`config.mk`:
```
export PLATFORM = sky130hd
export DESIGN_NAME = mult_div_unit
export DESIGN_NICKNAME = d
export VERILOG_FILES = /design/src/rtl/mdu_pkg.sv /design/src/rtl/mdu_sign_fix.sv /design/src/rtl/mult_div_unit.sv
export SDC_FILE = /design/constraint.sdc
export NUM_CORES = 1
export LEC_CHECK = 0
export ABC_AREA = 0
export CORE_MARGIN = 2
export CORE_UTILIZATION = 35
export CTS_BUF_LIST = sky130_fd_sc_hd__clkbuf_4
export CTS_CLUSTER_DIAMETER = 120
export DETAILED_ROUTE_END_ITERATION = 6
export HOLD_SLACK_MARGIN = 0.1
export SLEW_MARGIN = 10
export SYNTH_ARGS = -nofsm -noshare
export SYNTH_HDL_FRONTEND = slang
export SYNTH_HIERARCHICAL = 1
export SYNTH_SLANG_ARGS = --single-unit
```
`constraint.sdc`:
```
create_clock -name clk -period 5.7 [get_ports clk]
set_input_delay 0.57 -clock clk [delete_from_list [all_inputs] [get_ports clk]]
set_output_delay 0.57 -clock clk [all_outputs]
set_load 0.02 [all_outputs]
```
`src/rtl/mdu_pkg.sv`:
```
// Shared types and constants for the iterative multiply/divide unit.
package mdu_pkg;

    localparam int unsigned MDU_ITER = 32;

    typedef enum logic [1:0] {
        MDU_MULTU = 2'b00,
        MDU_MULT  = 2'b01,
        MDU_DIVU  = 2'b10,
        MDU_DIV   = 2'b11
    } mdu_op_e;

    typedef enum logic [1:0] {
        IDLE = 2'b00,
        RUN  = 2'b01,
        FIX  = 2'b10
    } mdu_state_e;

endpackage

```
`src/rtl/mdu_sign_fix.sv`:
```
// Conditional two's-complement negate; used for operand magnitudes and result sign fix-up.
module mdu_sign_fix #(
    parameter int unsigned W = 32
) (
    input  logic [W-1:0] val_i,
    input  logic         neg_i,
    output logic [W-1:0] val_o
);

    assign val_o = neg_i ? (~val_i + W'(1)) : val_i;

endmodule

```
`src/rtl/mult_div_unit.sv`:
```
// Iterative MULT/MULTU/DIV/DIVU unit owning HI/LO, 33-cycle latency.
// Define MDU_DIV_EN to build the restoring divider; otherwise divide starts are ignored.
module mult_div_unit
    import mdu_pkg::*;
#(
    parameter int unsigned WIDTH = MDU_ITER
) (
    input  logic             clk,
    input  logic             rst,
    input  logic             Start,
    input  logic [1:0]       Op,
    input  logic [WIDTH-1:0] A,
    input  logic [WIDTH-1:0] B,
    input  logic             HiWe,
    input  logic             LoWe,
    input  logic [WIDTH-1:0] WData,
    output logic [WIDTH-1:0] Hi,
    output logic [WIDTH-1:0] Lo,
    output logic             Busy,
    output logic             Done
);

    localparam int unsigned CNT_W = $clog2(WIDTH);
    localparam int unsigned ACC_W = 2 * WIDTH;

    mdu_state_e       state_q, state_d;
    logic [CNT_W-1:0] cnt_q, cnt_d;
    logic [ACC_W-1:0] acc_q, acc_d;
    logic [WIDTH-1:0] opnd_q, opnd_d;
    logic             neg_lo_q, neg_lo_d;
    logic [WIDTH-1:0] hi_q, hi_d, lo_q, lo_d;
    logic             busy_q, busy_d, done_q, done_d;

    logic             op_signed, op_div, start_ok, neg_a, neg_b;
    logic [WIDTH-1:0] mag_a, mag_b;
    logic [WIDTH:0]   mul_sum;
    logic [ACC_W-1:0] mul_step, prod_fix;

    assign op_signed = (Op == MDU_MULT) || (Op == MDU_DIV);
    assign op_div    = (Op == MDU_DIVU) || (Op == MDU_DIV);
    assign neg_a     = op_signed & A[WIDTH-1];
    assign neg_b     = op_signed & B[WIDTH-1];

    mdu_sign_fix #(.W(WIDTH)) u_fix_a (.val_i(A), .neg_i(neg_a), .val_o(mag_a));
    mdu_sign_fix #(.W(WIDTH)) u_fix_b (.val_i(B), .neg_i(neg_b), .val_o(mag_b));

    // Shift-add: upper half accumulates multiplicand, multiplier shifts out of the low end
    assign mul_sum  = {1'b0, acc_q[ACC_W-1:WIDTH]}
                    + (acc_q[0] ? {1'b0, opnd_q} : {(WIDTH+1){1'b0}});
    assign mul_step = {mul_sum, acc_q[WIDTH-1:1]};

    mdu_sign_fix #(.W(ACC_W)) u_fix_prod (.val_i(acc_q), .neg_i(neg_lo_q), .val_o(prod_fix));

`ifdef MDU_DIV_EN
    logic             div_q, div_d, neg_hi_q, neg_hi_d;
    logic [WIDTH:0]   rem_sh;
    logic             rem_ge;
    logic [WIDTH-1:0] rem_new, quot_fix, rem_fix;
    logic [ACC_W-1:0] div_step;

    assign start_ok = 1'b1;

    // Restoring step: acc holds {remainder, dividend/quotient}
    assign rem_sh   = acc_q[ACC_W-1:WIDTH-1];
    assign rem_ge   = rem_sh >= {1'b0, opnd_q};
    assign rem_new  = rem_ge ? WIDTH'(rem_sh - {1'b0, opnd_q}) : rem_sh[WIDTH-1:0];
    assign div_step = {rem_new, acc_q[WIDTH-2:0], rem_ge};

    mdu_sign_fix #(.W(WIDTH)) u_fix_quot (.val_i(acc_q[WIDTH-1:0]), .neg_i(neg_lo_q), .val_o(quot_fix));
    mdu_sign_fix #(.W(WIDTH)) u_fix_rem  (.val_i(acc_q[ACC_W-1:WIDTH]), .neg_i(neg_hi_q), .val_o(rem_fix));
`else
    assign start_ok = ~op_div;
`endif

    always_ff @(posedge clk or posedge rst) begin
        if (rst) begin
            state_q  <= IDLE;
            cnt_q    <= '0;
            acc_q    <= '0;
            opnd_q   <= '0;
            neg_lo_q <= 1'b0;
            hi_q     <= '0;
            lo_q     <= '0;
            busy_q   <= 1'b0;
            done_q   <= 1'b0;
`ifdef MDU_DIV_EN
            div_q    <= 1'b0;
            neg_hi_q <= 1'b0;
`endif
        end else begin
            state_q  <= state_d;
            cnt_q    <= cnt_d;
            acc_q    <= acc_d;
            opnd_q   <= opnd_d;
            neg_lo_q <= neg_lo_d;
            hi_q     <= hi_d;
            lo_q     <= lo_d;
            busy_q   <= busy_d;
            done_q   <= done_d;
`ifdef MDU_DIV_EN
            div_q    <= div_d;
            neg_hi_q <= neg_hi_d;
`endif
        end
    end

    always_comb begin
        state_d  = state_q;
        cnt_d    = cnt_q;
        acc_d    = acc_q;
        opnd_d   = opnd_q;
        neg_lo_d = neg_lo_q;
        hi_d     = hi_q;
        lo_d     = lo_q;
        busy_d   = busy_q;
        done_d   = 1'b0;
`ifdef MDU_DIV_EN
        div_d    = div_q;
        neg_hi_d = neg_hi_q;
`endif
        case (state_q)
            IDLE: begin
                if (HiWe) hi_d = WData;
                if (LoWe) lo_d = WData;
                if (Start && start_ok) begin
                    state_d  = RUN;
                    busy_d   = 1'b1;
                    cnt_d    = '0;
                    neg_lo_d = neg_a ^ neg_b;
                    acc_d    = {{WIDTH{1'b0}}, mag_b};
                    opnd_d   = mag_a;
`ifdef MDU_DIV_EN
                    div_d    = op_div;
                    neg_hi_d = neg_a;
                    if (op_div) begin
                        // Divide by zero keeps the all-ones quotient unsigned
                        neg_lo_d = (neg_a ^ neg_b) && (B != '0);
                        acc_d    = {{WIDTH{1'b0}}, mag_a};
                        opnd_d   = mag_b;
                    end
`endif
                end
            end
            RUN: begin
                acc_d = mul_step;
`ifdef MDU_DIV_EN
                if (div_q) acc_d = div_step;
`endif
                if (cnt_q == CNT_W'(WIDTH - 1)) state_d = FIX;
                else                            cnt_d   = cnt_q + CNT_W'(1);
            end
            FIX: begin
                {hi_d, lo_d} = prod_fix;
`ifdef MDU_DIV_EN
                if (div_q) begin
                    hi_d = rem_fix;
                    lo_d = quot_fix;
                end
`endif
                busy_d  = 1'b0;
                done_d  = 1'b1;
                state_d = IDLE;
            end
            default: state_d = IDLE;
        endcase
    end

    assign Hi   = hi_q;
    assign Lo   = lo_q;
    assign Busy = busy_q;
    assign Done = done_q;

endmodule

```
==> results.md, run 1 <==
- Initial antenna violation count: 2
- Post-DP HPWL: 27.4 mm
- Min Hold Slack: 0.381 ns
- CTS resizes: 0
- Die width: 190 um
- Final setup TNS: 0 ns
- Most frequent cell after synthesis: nand2_1
- All-layer global routing usage: 0.198
- Num Clock Sinks: 170
- Vias in the first global route: 10300
- Outcome: completed
- Post-layout util: 0.423
- WS Path Type: reg -> reg
- FP Rows: 68
- EDFF count, synth: 0
- Fin. Hold Viols: 0
- Avg WL per Cell: 17.8 um
- Initial Util: 0.353
- Reg2reg setup slack: 2.10 ns
- Mapped Nets: 1572
- Crit start category: flop
- Core ar.: 0.0343 sq mm
- Share of cells above drive strength 1: 0.0793
- CTS root buf: clkbuf_4
- Grt ovf: 0
- Pin count of the biggest net entering global routing: 98
- # hold bufs at CTS: 0
- Avg Cell Area, Syn: 8.46 sq um
- CTS tree: done
- Hold/Removal Path Class: in -> async
- Yosys reg bits: 170
- Dominant cell type by area after synthesis: dfrtp_1
- Worst reg2reg path depth: 12
- Seq/Total Area, Yosys: 0.351
- Logic gate share of total power: 0.544
- Async SR Flop Fraction: 1.00
- End of the worst register-to-register path: acc_q[59]
- Routability cong.: 0.898
- First-pass GRT wire length: 57.0 mm
- Sw Share: 0.484
- Drt drc: 0
- Crit. End Element: flop
- Ys flop type: dfrtp_1
- Count of buffers from port buffering: 168
- Leak: 0.00573 uW
- R2r startpoint: acc_q[0]
- Worst-path fanout max: 38
- Final slew viol count: 0
- Top-area cell type share of the netlist area: 0.351
- Synth warn: 6
- Clock power share: 0.105
- Crit path time final: 3.60 ns
- Post-CTS Repair Setup Buffers: 0
- RSZ-0062 raised after global routing: no
- Worst Setup SP: acc_q[0]
- Crit share post-route: 0.632
- Setup violators final: 0
- Setup crit end: acc_q[59]
- DIE AREA: 0.0361 sq mm
- Flop pwr share: 0.351
- Routed wire length: 35.9 mm
- Via count: 10800
- Syn Inst Count: 1431
- Met1 Usage GRT: 0.292
- Router iterations before antenna repair: 5
- Buffer depth of the longest clock path: 2
- I/O pins: 169
- Placed cell areas: 0.0142 sq mm
- Final setup skew: 0.0349 ns
- Drt initial violations: 684
- Clk pin slew, worst setup/hold paths: 0.19 ns
- Critical path data arrival time: 4.15 ns
- P_sw: 3520 uW
- Post-synth cell types: 84
- Post-DRT Antenna Nets: 0
- Main area contributors after synthesis: dfrtp_1, xnor2_1, nand2_1
- Area grow syn2layout: 19.7%
- Mapped Area: 0.0121 sq mm
- P_int: 3760 uW
- Final std cell area, no fill: 0.0145 sq mm
- Least-Margin Pin Slew: 1.18 ns
- Fin nets: 1692
- Routed vias/inst: 5.33
- Met3 Use GR: 0.0210
- Clock H-tree levels: 4
- Clk_lat worst skew: 0.61 ns
- GR Util met2: 0.311
- Fill count: 3415
- Most frequent cells after synthesis: nand2_1, dfrtp_1, xnor2_1, o21ai_0, a21oi_1
- Die height: 190 um
- Max transition margin: 0.211
- CTS buffer count: 17
- Max VDD drop: 0.212 mV
- Max_cap viols: 0
- Max Fclk: 0.278 GHz
- PD cells: 502 mW/mm^2
- GRT busiest layer: met2
- CP required: 6.25 ns
==> worst max-delay path, cell delays in order, from the launching register on <==
cell and delay [ns]:
dfrtp_1 1.04, and2_1 0.23, ha_1 0.18, inv_1 0.06, fa_1 0.44, nor2b_4 0.14, o31a_1 0.22, o31ai_4 0.11
o211ai_2 0.25, a311o_2 0.26, a21oi_4 0.08, or4_1 0.47, nand3_1 0.09
==> how the worst min path moves through the flow <==
stage	startpoint	to	slack (ns)
floorplan	neg_lo_q	neg_lo_q	0.44
global placement	opnd_q[20]	opnd_q[20]	0.45
detailed placement	opnd_q[7]	opnd_q[7]	0.46
CTS	rst	acc_q[11]	0.39
global route	rst	acc_q[9]	0.39
finish	rst	acc_q[10]	0.38
==> metal layers <==
metal / up-vias / routed length, um
met3: 20 / 2060
met1: 5096 / 17600
met5: - / 0
met4: 0 / 308
met2: 306 / 15900
li1: 5341 / -
==> through the flow <==
step | total power [uW] | setup slack (ns) | cells
2_1_floorplan | 5040 | 0.527 | 1431
3_3_place_gp | 6460 | 2.12 | 1987
3_5_place_dp | 6520 | 2.00 | 1987
4_1_cts | 7280 | 1.99 | 2019
5_1_grt | 7860 | 1.81 | 2021
6_report | 7280 | 2.10 | 2021
==> flip-flops by register name, indices dropped and copies added (netlist names) <==
register  count
acc_q        64
opnd_q       32
state_q       2
cnt_q         5
Hi           32
Lo           32
neg_lo_q      1
Busy          1
Done          1
==> power groups by stage <==
| stage | logic (uW) | registers (uW) | clock network [uW] |
|---|---|---|---|
| 6_report | 3960 | 2550 | 765 |
| 5_1_grt | 4390 | 2650 | 829 |
| 4_1_cts | 3950 | 2550 | 780 |
| 3_5_place_dp | 3930 | 2590 | 0 |
| 3_3_place_gp | 3890 | 2570 | 0 |
| 2_1_floorplan | 2530 | 2500 | 0 |
==> cells by family after synthesis <==
family,Yosys count,share of synthesized area
xor gates and xnor gates,151,0.109
adders and majority gates,38,0.0399
AOI/OAI and AO/OA,403,0.220
DFF,170,0.351
muxes,1,0.000930
and+or+nand+nor,569,0.246
buffers and inverters,99,0.0322
==> final cells by class <==
cell class                 instances  area [sq um]  area share
multi-input combinational       1162          7510       0.518
sequential                       170          4260       0.294
timing repair buffer             179          1760       0.122
tap                              455           569      0.0393
clock inverter                    15           175      0.0121
clock buffer                      17           128     0.00881
inverter                          21          83.8     0.00579
antenna                            2          5.00    0.000345
==> layout by cell type (no fill, tap or decap), drive strengths merged, types with 3 or more instances in the layout <==
cell type,synthesis,routed
buf,18,11
clkbuf,60,17
inv,21,29
nor3,16,16
o211ai,5,5
a21oi,98,98
o21bai,7,7
nand3b,3,3
and3,4,4
a31oi,5,5
xnor2,140,140
o41ai,32,32
nand3,42,42
or4,16,16
a22o,3,3
and2,37,37
ha,37,37
nand2b,11,11
clkdlybuf4s50,0,168
o21ai,141,141
or3,14,14
dfrtp,170,170
nor2b,39,39
nor4,18,18
a21o,7,7
xor2,11,11
or2,8,8
or2b,4,4
o21a,3,3
clkinv,0,5
a211oi,3,3
nand4,15,15
nor2,30,30
o31ai,46,46
o2111ai,3,3
nand4b,3,3
nand2,306,306
a22oi,32,32
Power figures use the tool's default switching activity.
==> run 2: changes to the inputs <==
==> constraint.sdc (replaced) <==
create_clock -name clk -period 3.6 [get_ports clk]
set_input_delay 0.36 -clock clk [delete_from_list [all_inputs] [get_ports clk]]
set_output_delay 0.36 -clock clk [all_outputs]
set_load 0.02 [all_outputs]
==> run 2 against run 1 <==
  * First-iteration DRC count grew 6.7%
  * Critical path type unchanged
  * Maximum frequency grew 16%
  * Clock-buffer cell count is the same
  * Power grew 60%
  * Highest routed layer unchanged
  * Sequential power grew 54%
==> results.md, run 2 (same netlist as run 1, synthesis figures left out) <==
- Outcome: completed
- Final setup skew: 0.0342 ns (-0.000724 ns)
- WS Path Type: reg -> reg
- Avg WL per Cell: 17.7 um (-0.24%)
- Area of the multi-input gates: 0.00751 sq mm (unchanged)
- Area grow syn2layout: 21.0%
- # hold bufs at CTS: 0 (unchanged)
- Max reg flops: 64 (unchanged)
- FF/Latch Area: 0.00426 sq mm (unchanged)
- Post-DRT Antenna Nets: 0 (unchanged)
- Commonest non-fill, non-tap cell in the layout: nand2_1
- Reg2reg setup slack: 0.50 ns (-1.59 ns)
- Post-DP HPWL: 28.0 mm (+2.4%)
- Placed cell areas: 0.0143 sq mm (+1.0%)
- CTS tree: done
- Max transition margin: 0.350 (+0.139)
- Placed Cells: 2000 (+0.65%)
- Max_cap viols: 0 (unchanged)
- DIE AREA: 0.0361 sq mm (unchanged)
- RSZ-0062 raised after global routing: no
- P_int: 6050 uW (+61%)
- CTS resizes: 0 (unchanged)
- Clk pin slew, worst setup/hold paths: 0.19 ns (about the same)
- Crit. End Element: flop
- Fill count: 3456 (+1.2%)
- Routed vias/inst: 5.29 (-0.63%)
- Clock H-tree levels: 4 (unchanged)
- Min Hold Slack: 0.290 ns (-0.0906 ns)
- FP Rows: 68 (unchanged)
- CTS root buf: clkbuf_4
- Core ar.: 0.0343 sq mm (unchanged)
- Least-Margin Pin Slew: 0.972 ns (-0.211 ns)
- Buffer depth of the longest clock path: 2 (unchanged)
- All-layer global routing usage: 0.201 (+0.00289)
- Final slew viol count: 0 (unchanged)
- End of the worst register-to-register path: acc_q[55]
- P_sw: 5580 uW (+59%)
- Critical path data arrival time: 3.57 ns (-0.58 ns)
- Crit start category: flop
- Final setup TNS: 0 ns (unchanged)
- Count of buffers from port buffering: 168 (unchanged)
- Hold/Removal Path Class: in -> async
- Routability cong.: 0.891 (-0.79%)
- CTS buffer count: 17 (unchanged)
- Drt drc: 0 (unchanged)
- Grt ovf: 0 (unchanged)
- Die width: 190 um (unchanged)
- Fin. Hold Viols: 0 (unchanged)
- Num Clock Sinks: 170 (unchanged)
- Flop pwr share: 0.337 (-0.014)
- Via count: 10800 (-0.037%)
- Max Fclk: 0.323 GHz (+16%)
- Die height: 190 um (unchanged)
- Clock power share: 0.109 (+0.004)
- PD cells: 794 mW/mm^2 (+58%)
- Biggest register: acc_q
- Share of cells above drive strength 1: 0.0869 (+0.00759)
- Fin nets: 1705 (+0.77%)
- Worst-path fanout max: 31 (-18%)
- First-pass GRT wire length: 57.4 mm (+0.82%)
- CP required: 4.07 ns (-2.18 ns)
- Final std cells w/o fill: 2033 (+0.59%)
- Crit path time final: 3.10 ns (-0.507 ns)
- Post-CTS Repair Setup Buffers: 0 (unchanged)
- Max VDD drop: 0.312 mV (+47%)
- Logic gate share of total power: 0.554 (+0.010)
- Pin count of the biggest net entering global routing: 57 (-42%)
- Crit share post-route: 0.860 (+0.228)
- Leak: 0.00581 uW (+1.5%)
- Vias in the first global route: 10300 (+0.58%)
- Routed wire length: 36.1 mm (+0.35%)
- Initial antenna violation count: 1 (-1)
- I/O pins: 169 (unchanged)
- Final worst slack: 0.504 ns (-1.59 ns)
- Final std cell area, no fill: 0.0147 sq mm (+1.2%)
- Clk_lat worst skew: 0.60 ns (about the same)
- R2r startpoint: acc_q[0]
- Initial Util: 0.353 (unchanged)
- Pre-CTS setup slack: 0.509 ns (-1.49 ns)
- Router iterations before antenna repair: 5 (unchanged)
- Setup violators final: 0 (unchanged)
- Commonest non-fill, non-tap cells in the layout: nand2_1, dfrtp_1, clkdlybuf4s50_1
- Drt initial violations: 730 (+6.7%)
- Sw Share: 0.480 (-0.00386)
- Worst reg2reg path depth: 11 (-1)
==> run 2: area by class of cell <==
class | count | area share
antenna | 1 | 0.000171
clock inverter | 15 | 0.0136
sequential | 170 | 0.290
multi-input combinational | 1162 | 0.512
tap | 455 | 0.0388
clock buffer | 17 | 0.00871
inverter | 21 | 0.00563
timing repair buffer | 192 | 0.130
==> run 2: metrics by stage <==
step                      total power (uW)   util
after global routing                 12500  0.427
after floorplan                       7980      -
after global placement               10300  0.418
after CTS                            11600  0.427
after detailed placement             10400  0.418
final                                11600  0.427
==> run 2: worst max-delay path by stage <==
stage / from / to / cells past startpoint
after floorplan: acc_q[0] / acc_q[59] / 13
after global placement: acc_q[0] / acc_q[55] / 11
after detailed placement: acc_q[0] / acc_q[55] / 11
after CTS: acc_q[0] / acc_q[63] / 11
after global routing: acc_q[0] / acc_q[58] / 12
final: acc_q[0] / acc_q[55] / 11
==> run 2: routing by layer <==
metal | part of all wire | global-route usage
met1 | 0.49 | 0.296
met2 | 0.44 | 0.312
met3 | 0.051 | 0.0260
met4 | 0.017 | 0.0492
met5 | 0 | 0
==> run 2: worst max-delay path: stages, from the launching register on <==
cell,delay [ns]
dfrtp_1,0.43
buf_4,0.22
and2_1,0.19
ha_1,0.33
nor2b_4,0.15
o31a_1,0.30
o31ai_4,0.32
o211ai_2,0.18
a311o_2,0.46
a21oi_4,0.20
xnor2_1,0.14
o21ai_1,0.08
==> run 2: power groups by stage <==
stage	registers [uW]	clock network, uW	logic (uW)
5_1_grt	4070	1380	7100
3_3_place_gp	3930	0	6320
4_1_cts	3910	1300	6410
6_report	3920	1270	6440
2_1_floorplan	3970	0	4010
3_5_place_dp	3960	0	6390
==> patch 1 (config.mk and constraints of run 1) <==
Change the package constant `MDU_ITER` from 32 to 64.
--- a/src/rtl/mdu_pkg.sv
+++ b/src/rtl/mdu_pkg.sv
@@ -3,3 +3,3 @@
 
-    localparam int unsigned MDU_ITER = 32;
+    localparam int unsigned MDU_ITER = 64;
 
Ports: changed (5 resized); port bits go from 169 to 329. The function was not compared with the original's and may differ.
==> patch 1 against run 1 <==
  * First-iteration DRC count rose to 3.5 times the old value
  * Fmax down 14%
  * Routed wire length rose to 2.5 times the old value
  * Worst setup slack worse by 0.59 ns
  * Count of clock-buffer cells in the layout up 122
  * Design area up 100%
  * Power up 130%
  * Core utilization up 0.75 points
  * Die area up 99%
  * Non-clock buffer count up 179
  * Synthesized area up 100%
  * Sequential cell count up 161
  * Critical path type unchanged
  * Highest routed layer unchanged
==> patch 1: results (changes against run 1) <==
status=finished clean; Clock Latency Late Sink=0.88 ns (+0.27 ns); Post-Layout Cell Count=4,350 (+120%); ANT cells=4 (+2); worst vdd ir=0.000229 V (+7.9%); NonClk Buf Share=0.120 (-0.00197); final wirelength=89,900 µm (+150%); # placed instances=4,186 (+110%); synthesized instance count=3,072 (+110%); sequential fraction of design power=0.306 (-0.045); H-tree level count=3 (-1); Fill cells=7,077 (+110%); CP max FO=11 (-71%); GPL Wtd Cong=0.960 (+6.9%); multi-input combinational area share=0.518 (about the same); Seq. cell area=0.00829 mm² (+95%); first-pass GRT wire length=137,000 µm (+140%); P_leak=11.6 nW (+100%); WP data arrival=4.95 ns (+0.80 ns); CTS Buf Count=95 (+78); dpl cell area=0.0284 mm² (+100%); Synth area leaders=dfrtp_1 (34%), nand2_1 (10%), xnor2_1 (9.6%); register area share after synthesis=0.340 (-0.0115); DRT Pass-1 Iters=6 (+1); Final #Nets=3,620 (+110%); detailed-route via count=23.9k (+120%); clk_skew=0.0604 ns (+0.0255 ns); Total GRT Usage=0.247 (+0.0485); Synth cell types=85 (+1.2%); reg2reg path depth=8 (-4); clock-cell share of area=0.0388 (+0.0179); Synth top cells by count=nand2_1 (668), dfrtp_1 (331), o21ai_0 (281); max reg flops=128 (+100%); clkbuf count=139 (+122); core region area=0.0688 mm² (+100%); initial antenna violation count=2 (unchanged); share of cells above drive strength 1=0.0843 (+0.00505); syn_nets=3,340 (+110%); Clock transition at path regs=0.08 ns (-0.11 ns); Top reg by flops=acc_q; R2R Setup Slk=1.51 ns (-0.59 ns); reg2reg start=acc_q[10]; Non-clock buffers=358 (+100%); multi-input gates=2,537 (+120%); number of port buffers=328 (+95%); sequential cell count=331 (+95%); end of the critical path=Hi[27]; Switching Fraction=0.492 (+0.00882); 1st-iter DRT viols=2,426 (+250%); vias in the first global route=22.6k (+120%); dpl hpwl=69,400 µm (+150%); combinational power share=0.567 (+0.023); Async S/R FF share, synth=1.00 (unchanged); pin slew with the least headroom to its limit=0.998 ns (-0.185 ns); largest net degree at the start of global routing=126 (+29%); Logic inverters=29 (+38%); Min Hold Slack=0.205 ns (-0.176 ns); fin crit period=4.19 ns (+0.590 ns); clock buffer depth=3 (+1)
==> patch 1: worst max-delay path, cell delays in order, from the launching register on <==
cell	delay, ns
dfrtp_1	0.43
nor4_1	0.77
nand4_1	0.50
nor3_2	0.76
nand3_1	0.61
o41ai_1	0.59
xnor2_1	0.18
a21oi_1	0.08
o21ai_0	0.15
==> patch 1: stage by stage <==
stage	total power, mW	util
after floorplan	11.2	-
after global placement	14.7	0.413
after detailed placement	14.8	0.413
after CTS	17.0	0.430
after global routing	18.4	0.430
final	17.1	0.430
==> patch 1: layer usage <==
layer  global-route usage  wire length [µm]
met2                0.379             39500
met4               0.0972              3440
met3               0.0424              6040
met1                0.344             40900
met5                    0                 0
==> patch 1: cells by family after synthesis <==
kind of cell             Yosys count  share of synthesized area
AND/OR/NAND/NOR                 1322                      0.266
AO/OA/AOI/OAI                    833                      0.213
flip-flops                       331                      0.340
XOR/XNOR                         312                      0.112
buffers and inverters            204                     0.0333
adder cells (fa/ha/maj)           69                     0.0357
multiplexers                       1                   0.000411
==> patch 2 (flow settings as in run 1) <==
Made on the original files. Register the output `Hi` once more; this adds one clock of latency there. The other outputs are not delayed to match.
--- a/src/rtl/mult_div_unit.sv
+++ b/src/rtl/mult_div_unit.sv
@@ -167,3 +167,5 @@
 
-    assign Hi   = hi_q;
+    always_ff @(posedge clk) begin
+        Hi <= hi_q;
+    end
     assign Lo   = lo_q;
Function: changed (a bounded check fails within 4 cycles, from zero or initial values and one cycle with rst high).
==> patch 2 against run 1 <==
  * Hold slack got worse by 0.052 ns
  * Routed wire length is 3.1% higher
  * Sequential cell count rose by 32
  * Via count up 4.8%
  * Synthesized area rose by 5.7%
  * Count of clock-buffer cells in the layout up 71
  * Worst setup slack better by 0.13 ns
  * Design area increased by 7.5%
  * Combinational power up 12%
  * Clock power up 73%
  * First-iteration DRC count is 20% higher
  * Synthesized cell count is 2.1% higher
  * Global-route usage fell by 0.49 points
  * Power grew 19%
  * Largest power group unchanged
  * Highest routed layer is now met5
==> patch 2: results (changes against run 1) <==
Final #Nets=1,762 (+4.1%); Worst Setup Start Kind=flip-flop; Adder-Cell Fraction of Synth Area=0.0377 (-0.00214); # placed instances=2,031 (+2.2%); dpl cell area=0.0149 mm² (+4.7%); CP max FO=31 (-18%); syn_nets=1,602 (+1.9%); Total GRT Usage=0.193 (-0.00487); CTS Buf Count=56 (+39); register area share after synthesis=0.383 (+0.0312); WP data arrival=4.02 ns (-0.13 ns); Clock Latency Late Sink=0.70 ns (+0.09 ns); vias in the first global route=11.0k (+7.0%); Hold Path Class=reg -> reg; Setup Slack @ Placement=2.22 ns (+0.216 ns); synth warn=6 (unchanged); first-pass GRT wire length=59,600 µm (+4.7%); Async S/R FF share, synth=0.842 (-0.158); largest net degree at the start of global routing=99 (+1.0%); Synth area leaders=dfrtp_1 (33%), xnor2_1 (9.2%), nand2_1 (7.0%); Compound-Gate Fraction of Synth Area=0.208 (-0.0118); pin slew with the least headroom to its limit=1.16 ns (-0.0261 ns); Avg Inst Size Synth=8.76 µm² (+3.5%); Post-CTS Setup Bufs=0 (unchanged); Synth cell types=92 (+9.5%); clock buffer depth=3 (+1); mux share of post-synthesis cell area=0.00440 (+0.00347); final setup vio count=0 (unchanged); mean routed wirelength per cell=17.4 µm (-2.3%); dpl hpwl=27,900 µm (+2.0%); initial antenna violation count=2 (unchanged); Fill cells=3,652 (+6.9%); status=finished clean; combinational power share=0.511 (-0.033); Synth top cells by count=nand2_1 (237), dfrtp_1 (170), o21ai_0 (143); 1st-iter DRT viols=821 (+20%); worst vdd ir=0.000182 V (-14%); P_clk=1.32 mW (+73%); P_leak=6.21 nW (+8.4%); number of port buffers=168 (unchanged); sequential fraction of design power=0.337 (-0.014); H-tree level count=2 (-2); Clock transition at path regs=0.07 ns (-0.12 ns); XOR/XNOR Fraction of Synth Area=0.101 (-0.00791); max reg flops=64 (unchanged); multi-input combinational cell area=0.00753 mm² (+0.27%); routed vias/inst=5.28 (-0.77%); Int Pwr=4.82 mW (+28%); final wirelength=37,100 µm (+3.1%); clk_skew=0.0693 ns (+0.0343 ns); share of cells above drive strength 1=0.113 (+0.0336); GPL Wtd Cong=0.892 (-0.72%); Top reg by flops=acc_q
[patch 2: changes by cell type in the layout (fill, tap and decap cells not counted), sizes merged, moves of 7 or more]
cell	change
nand2	-69
clkinv	+7
dfxtp	+32
inv	-9
nand3	-10
a21o	+7
clkbuf	+71
a22oi	-32
o22ai	+30
nor2	+65
[patch 2: cell families after synthesis]
logic type | after synthesis
AO/OA/AOI/OAI | 405
adder cells (fa/ha/maj) | 38
flip-flops | 202
buffers and inverters | 97
AND/OR/NAND/NOR | 566
XOR/XNOR | 148
multiplexers | 5
[patch 2: cell type report]
type	count	area share
diodes	1	0.000161
flip-flops and latches	202	0.314
clock inverters	14	0.00410
well taps	468	0.0376
clock buffers	88	0.0424
repair buffers	179	0.113
inverters	20	0.00514
multi-input cells	1162	0.483
[patch 2: worst paths after layout]
path / endpoint / depth (start not counted) / slack, ns / start
max: acc_q[61] / 12 / 2.23 / acc_q[0]
min: Hi[28] / 0 / 0.33 / hi_q[28]
max reg2reg: acc_q[61] / 12 / 2.23 / acc_q[0]
min reg2reg: Hi[28] / 0 / 0.33 / hi_q[28]
max in group asynchronous: neg_lo_q / 3 / 4.11 / rst
min in group asynchronous: acc_q[17] / 2 / 0.41 / rst
[patch 2: worst max-delay path, cell delays in order, from the launching register on]
cell       delay (ns)
dfrtp_1          0.54
buf_4            0.31
and2_1           0.17
ha_1             0.19
inv_1            0.07
fa_1             0.39
and2b_1          0.24
o2111ai_2        0.16
a21oi_4          0.24
o31ai_2          0.12
o41ai_4          0.54
a21boi_2         0.11
mux2_4           0.31
[patch 2: metal layers]
layer	vias to the layer above	track usage	share of wire
met4	2	0.0744	0.034
met1	5308	0.271	0.48
met3	79	0.0316	0.052
li1	5564	-	-
met5	-	0	0.00035
met2	324	0.299	0.44
